==> src/rtl/fifo_pkg.sv <==
// Shared constants for the synchronous FIFO: seven-segment hex glyphs (abcdefg, active-high)
// and the occupancy-counter width helper.
package fifo_pkg;

  localparam logic [6:0] SEG_0 = 7'b1111110;
  localparam logic [6:0] SEG_1 = 7'b0110000;
  localparam logic [6:0] SEG_2 = 7'b1101101;
  localparam logic [6:0] SEG_3 = 7'b1111001;
  localparam logic [6:0] SEG_4 = 7'b0110011;
  localparam logic [6:0] SEG_5 = 7'b1011011;
  localparam logic [6:0] SEG_6 = 7'b1011111;
  localparam logic [6:0] SEG_7 = 7'b1110000;
  localparam logic [6:0] SEG_8 = 7'b1111111;
  localparam logic [6:0] SEG_9 = 7'b1111011;
  localparam logic [6:0] SEG_A = 7'b1110111;
  localparam logic [6:0] SEG_B = 7'b0011111;
  localparam logic [6:0] SEG_C = 7'b1001110;
  localparam logic [6:0] SEG_D = 7'b0111101;
  localparam logic [6:0] SEG_E = 7'b1001111;
  localparam logic [6:0] SEG_F = 7'b1000111;

  // Occupancy ranges over 0..depth inclusive, hence depth+1 states.
  function automatic int unsigned count_width(input int unsigned depth);
    return $clog2(depth + 1);
  endfunction

endpackage

==> src/rtl/seg7_hex_decoder.sv <==
// Combinational 4-bit hex to seven-segment (abcdefg, active-high) decoder.
module seg7_hex_decoder
  import fifo_pkg::*;
(
  input  logic [3:0] hex,
  output logic [6:0] seg
);

  always_comb begin
    seg = SEG_0;
    case (hex)
      4'h0: seg = SEG_0;
      4'h1: seg = SEG_1;
      4'h2: seg = SEG_2;
      4'h3: seg = SEG_3;
      4'h4: seg = SEG_4;
      4'h5: seg = SEG_5;
      4'h6: seg = SEG_6;
      4'h7: seg = SEG_7;
      4'h8: seg = SEG_8;
      4'h9: seg = SEG_9;
      4'hA: seg = SEG_A;
      4'hB: seg = SEG_B;
      4'hC: seg = SEG_C;
      4'hD: seg = SEG_D;
      4'hE: seg = SEG_E;
      4'hF: seg = SEG_F;
      default: seg = SEG_0;
    endcase
  end

endmodule

==> src/rtl/param_sync_fifo.sv <==
// Parameterised single-clock FIFO with registered read data, status flags and sticky errors.
// Optional seven-segment readout of the last read nibble under PARAM_SYNC_FIFO_SEG7_EN.
module param_sync_fifo
  import fifo_pkg::*;
#(
  parameter int unsigned WIDTH    = 4,
  parameter int unsigned DEPTH    = 128,
  parameter int unsigned AF_LEVEL = DEPTH - 8,
  parameter int unsigned AE_LEVEL = 8
) (
  input  logic                          clock,
  input  logic                          reset,
  input  logic                          wr_en,
  input  logic [WIDTH-1:0]              wr_data,
  input  logic                          rd_en,
  output logic [WIDTH-1:0]              rd_data,
  output logic                          rd_valid,
  output logic [count_width(DEPTH)-1:0] count,
  output logic                          full,
  output logic                          empty,
  output logic                          almost_full,
  output logic                          almost_empty,
  output logic                          overflow,
`ifdef PARAM_SYNC_FIFO_SEG7_EN
  output logic [6:0]                    seg_out,
`endif
  output logic                          underflow
);

  localparam int unsigned CW = count_width(DEPTH);
  localparam int unsigned PW = (DEPTH > 1) ? $clog2(DEPTH) : 1;
  localparam logic [PW-1:0] PTR_LAST = PW'(DEPTH - 1);
  localparam logic [CW-1:0] CNT_FULL = CW'(DEPTH);

  logic [WIDTH-1:0] mem [DEPTH];
  logic [PW-1:0]    wr_ptr, wr_ptr_next;
  logic [PW-1:0]    rd_ptr, rd_ptr_next;
  logic [CW-1:0]    count_next;
  logic             wr_acc, rd_acc;
  logic [31:0]      count_ext;

  assign count_ext    = 32'(count);
  assign full         = (count == CNT_FULL);
  assign empty        = (count == '0);
  assign almost_full  = (count_ext >= AF_LEVEL);
  assign almost_empty = (count_ext <= AE_LEVEL);

  // A full FIFO still accepts a write when a read frees a slot on the same edge.
  assign rd_acc = rd_en && !empty;
  assign wr_acc = wr_en && (!full || rd_en);

  always_comb begin
    wr_ptr_next = wr_ptr;
    rd_ptr_next = rd_ptr;
    if (wr_acc) begin
      wr_ptr_next = (wr_ptr == PTR_LAST) ? '0 : wr_ptr + PW'(1);
    end
    if (rd_acc) begin
      rd_ptr_next = (rd_ptr == PTR_LAST) ? '0 : rd_ptr + PW'(1);
    end
  end

  always_comb begin
    count_next = count;
    case ({wr_acc, rd_acc})
      2'b10:   count_next = count + CW'(1);
      2'b01:   count_next = count - CW'(1);
      default: count_next = count;
    endcase
  end

  // Storage is not reset; occupancy tracking alone keeps stale words unreachable.
  always_ff @(posedge clock) begin
    if (!reset && wr_acc) begin
      mem[wr_ptr] <= wr_data;
    end
  end

  always_ff @(posedge clock) begin
    if (reset) begin
      wr_ptr    <= '0;
      rd_ptr    <= '0;
      count     <= '0;
      rd_data   <= '0;
      rd_valid  <= 1'b0;
      overflow  <= 1'b0;
      underflow <= 1'b0;
    end else begin
      wr_ptr   <= wr_ptr_next;
      rd_ptr   <= rd_ptr_next;
      count    <= count_next;
      rd_valid <= rd_acc;
      if (rd_acc) begin
        rd_data <= mem[rd_ptr];
      end
      // A write on an empty FIFO covers a simultaneous read, so that is not an underflow.
      if (wr_en && full && !rd_en) begin
        overflow <= 1'b1;
      end
      if (rd_en && empty && !wr_en) begin
        underflow <= 1'b1;
      end
    end
  end

`ifdef PARAM_SYNC_FIFO_SEG7_EN
  logic [6:0] seg_next;

  seg7_hex_decoder u_seg7_hex_decoder (
    .hex (mem[rd_ptr][3:0]),
    .seg (seg_next)
  );

  always_ff @(posedge clock) begin
    if (reset) begin
      seg_out <= SEG_0;
    end else if (rd_acc) begin
      seg_out <= seg_next;
    end
  end
`endif

endmodule

==> config.mk <==
export PLATFORM = sky130hd
export DESIGN_NAME = param_sync_fifo
export DESIGN_NICKNAME = d
export VERILOG_FILES = /design/src/rtl/fifo_pkg.sv /design/src/rtl/seg7_hex_decoder.sv /design/src/rtl/param_sync_fifo.sv
export SDC_FILE = /design/constraint.sdc
export NUM_CORES = 1
export LEC_CHECK = 0
export CORE_MARGIN = 3
export CORE_UTILIZATION = 37
export DETAILED_ROUTE_END_ITERATION = 8
export GPL_TIMING_DRIVEN = 0
export SLEW_MARGIN = 25
export SYNTH_ARGS = -nofsm -noshare
export SYNTH_HDL_FRONTEND = slang
export SYNTH_HIERARCHICAL = 1
export SYNTH_SLANG_ARGS = --single-unit
==> constraint.sdc <==
create_clock -name clock -period 4.6 [get_ports clock]
set_input_delay 0.46 -clock clock [delete_from_list [all_inputs] [get_ports clock]]
set_output_delay 0.46 -clock clock [all_outputs]
set_load 0.005 [all_outputs]
==> flow_summary_export.csv <==
group,metric,value,unit
status,outcome,"complete, no violations",
worst_setup_path,timing.critical_path.slowest_stage_cell,"clkbuf_1",
detailed_routing,detailroute.via_count,11800,
finish,filler_cell_count,5158,
detailed_routing,dr.pass1.iters,5,
timing,clock_skew,21.4,ps
timing,timing.final.ws_setup,316,ps
detailed_routing,detail_route.iter0.violations,1141,
synth,synth_seq_cells,541,
synth,ys_types,59,
synth,syn_nets,1302,
finish,multiInputGateArea,0.00572,mm²
placed_design,dp_slack,-226,ps
synth,synth_top_area_cell,"edfxtp_1",
synth,ys_async_sr_fraction,0,%
detailed_routing,routed_wl,52.1,mm
pwr,p_total,12200,µW
synth,synth_edf_count,512,
synth,synthCells,1284,
synth,ys_warn_count,6,
clocking,cts.path.max_buffers,3,
worst_setup_path,worstPathRequired,5130,ps
grt,first_global_vias,12300,
synth,synth_most_common_cell,"edfxtp_1",
clocking,cts_max_level,2,
timing,min_period,4280,ps
clocking,tritoncts,"built",
pwr,clkPwrFrac,35.5,%
pwr,p_per_area,483,mW/mm²
timing,fin_crit_sh,93.1,%
clocking,cts_inserted_buffers,54,
worst_setup_path,worst-setup-path-type,"reg -> reg",
synth,synthTopCellsByArea,"edfxtp_1 (69%), mux4_2 (5.3%), mux2i_1 (4.5%)",
pwr,vdd_drop_max,316,µV
grt,gr-usage-all-layers,16.7,%
floorplan,coreArea,0.0591,mm²
grt,grt_antenna_before_repair,0,
finish,area_delta_synth_final,13.9,%
worst_setup_path,cp.arrival,4820,ps
worst_setup_path,max_stage_delay,710,ps
timing,finalSetupTns,0,ps
worst_setup_path,cpLargestDelayFamily,"compound AO/OA/AOI/OAI gates",
worst_setup_path,crit_fanout,10,
grt,grt_max_degree,95,
pwr,comb_power_share,19.1,%
worst_setup_path,cp-start-kind,"register",
clocking,numClockSinks,541,
finish,final_cells,2187,
timing,worst_pin_slew,1040,ps
detailed_routing,drt-vias-per-instance,5.42,
placed_design,dp.cells,2087,
synth,syn_avg_cell_area,17.3,µm²
finish,finalNetCount,1388,
pwr,leakagePower,0.00770,µW
pwr,p_sw,3200,µW
synth,ys_seq_area_share,72.0,%
timing,fmax,233,MHz
placed_design,place.gp.congestion,0.853,
finish,layout-drive-gt1-share,16.3,%
pwr,switching_share,26.2,%
finish,seq_area,0.0160,mm²
synth,ys_top_cells_by_count,"edfxtp_1 (512), nor2_1 (173), mux2i_1 (99)",
min_path,holdPathStages,1,
floorplan,die_h,251,µm
floorplan,boundaryPins,27,
synth,synth_flop_cell,"edfxtp_1",
min_path,hp-class,"in -> reg",
worst_setup_path,worstPathCellList,"nor4_1, a31oi_2, clkbuf_1, ha_1, ha_1, a21o_1, a211o_1, a2111oi_0, o21ai_0, a21o_1, a21oi_1",
placed_design,port_buffers,26,
detailed_routing,ant_nets,0,
worst_setup_path,path_buf_inv,1,
grt,grt_pass1_wl,78.1,mm
pwr,share_seq_of_total_power,45.5,%
clocking,path_clk_slew,60,ps
timing,hold_violations,0,
placed_design,hpwl,34.1,mm
floorplan,initial_core_util,37.5,%
timing,rsz0062_at_grt,"no",
floorplan,num_rows,89,
detailed_routing,drc,0,
floorplan,die_w,251,µm
flow_run,maxCapViolCount,0,
timing,slew_headroom,30.3,%
clocking,clock_latency,610,ps
finish,n_antenna_cell,0,
clocking,clock-root-buffer,"clkbuf_16",
detailed_routing,wl_per_cell,23.8,µm
grt,grt_overflow,0,
synth,synth_top_cell_area_share,69.3,%
timing,drv_slew,0,
clocking,holdBufCountCts,0,
pwr,p_int,9000,µW
synth,syn_area,0.0222,mm²
finish,fin_util,42.7,%
worst_setup_path,reg2reg_depth,11,
floorplan,die_area,0.0629,mm²
worst_setup_path,worst_setup_path_end_kind,"register",
worst_setup_path,cp.depth,11,
timing,setup_viol,0,
[worst paths after layout]
kind | endpoint | from | slack (ps)
max reg2reg | count[7]$_SDFFE_PP0P_ | count[3]$_SDFFE_PP0P_ | 320
min | mem[61][1]$_DFFE_PP_ | wr_data[1] | 240
max | count[7]$_SDFFE_PP0P_ | count[3]$_SDFFE_PP0P_ | 320
min reg2reg | overflow$_SDFFE_PP0P_ | overflow$_SDFFE_PP0P_ | 490
[routing by layer]
layer  vias to the layer above  track usage [%]  share of wire (%)  wire [µm]
met1                      6089             23.0                 44      22700
li1                       5261                -                  -          -
met2                       397             26.9                 48      24800
met4                         0             5.52                2.9       1500
met3                        96             2.93                5.9       3090
met5                         -                0                  0          0
[through the flow]
stage / cell area [µm²] / hold WS (ps)
floorplan: 22200 / 461
global placement: 23400 / 458
detailed placement: 23500 / 469
CTS: 25200 / 218
global route: 25200 / 240
finish: 25200 / 237
[logic make-up (layout without fill, tap and decap cells)]
| family | count (synthesis) | count (layout) | synth area share (%) |
|---|---|---|---|
| AO/OA/AOI/OAI | 114 | 114 | 3.49 |
| XOR/XNOR | 13 | 13 | 0.513 |
| adder cells (fa/ha/maj) | 10 | 10 | 0.598 |
| buffers and inverters | 80 | 210 | 2.29 |
| flip-flops | 541 | 541 | 72.0 |
| multiplexers | 219 | 219 | 15.1 |
| AND/OR/NAND/NOR | 307 | 307 | 6.05 |
[power groups by stage]
stage          sequential (µW)  combinational, µW  clock (µW)
5_1_grt                   5550               2500        4590
4_1_cts                   5540               2340        4400
6_report                  5550               2330        4330
3_3_place_gp              5670               2300           0
3_5_place_dp              5650               2330           0
2_1_floorplan             5620               1510           0
[state kept, by name (all words and copies together) (netlist names)]
| name | flops |
|---|---|
| count | 8 |
| wr_ptr | 7 |
| overflow | 1 |
| rd_data | 4 |
| underflow | 1 |
| rd_valid | 1 |
| mem | 512 |
| rd_ptr | 7 |
[worst reg2reg max path, delay by kind of cell (launching register included)]
family / cells / cell delay [ps]
DFF: 1 / 440
buffers and inverters: 1 / 710
AOI/OAI and AO/OA: 7 / 2120
and+or+nand+nor: 1 / 150
adders and majority gates: 2 / 800
[layout by cell type (no fill, tap or decap), drive strengths merged, types with 29 or more instances in the layout]
cell and n:
mux2i 99, clkinv 29, mux2 40, dfxtp 29
mux4 80, edfxtp 512, clkbuf 81, nand2 45
nor2 173, buf 58
[final cells by class]
type,count,share of cell area (%)
sequential,541,63.2
multi-input combinational,663,22.6
inverter,12,0.178
buffer,68,1.83
tap,773,3.83
timing repair buffer,30,1.49
clock buffer,63,5.57
clock inverter,37,1.26
[what timing repair did]
action / in CTS / in global routing
setup buffers: 0 / 0
resized for setup: 0 / 1
setup endpoints to repair: 0 / 2
(Power assumes the default switching activity.)
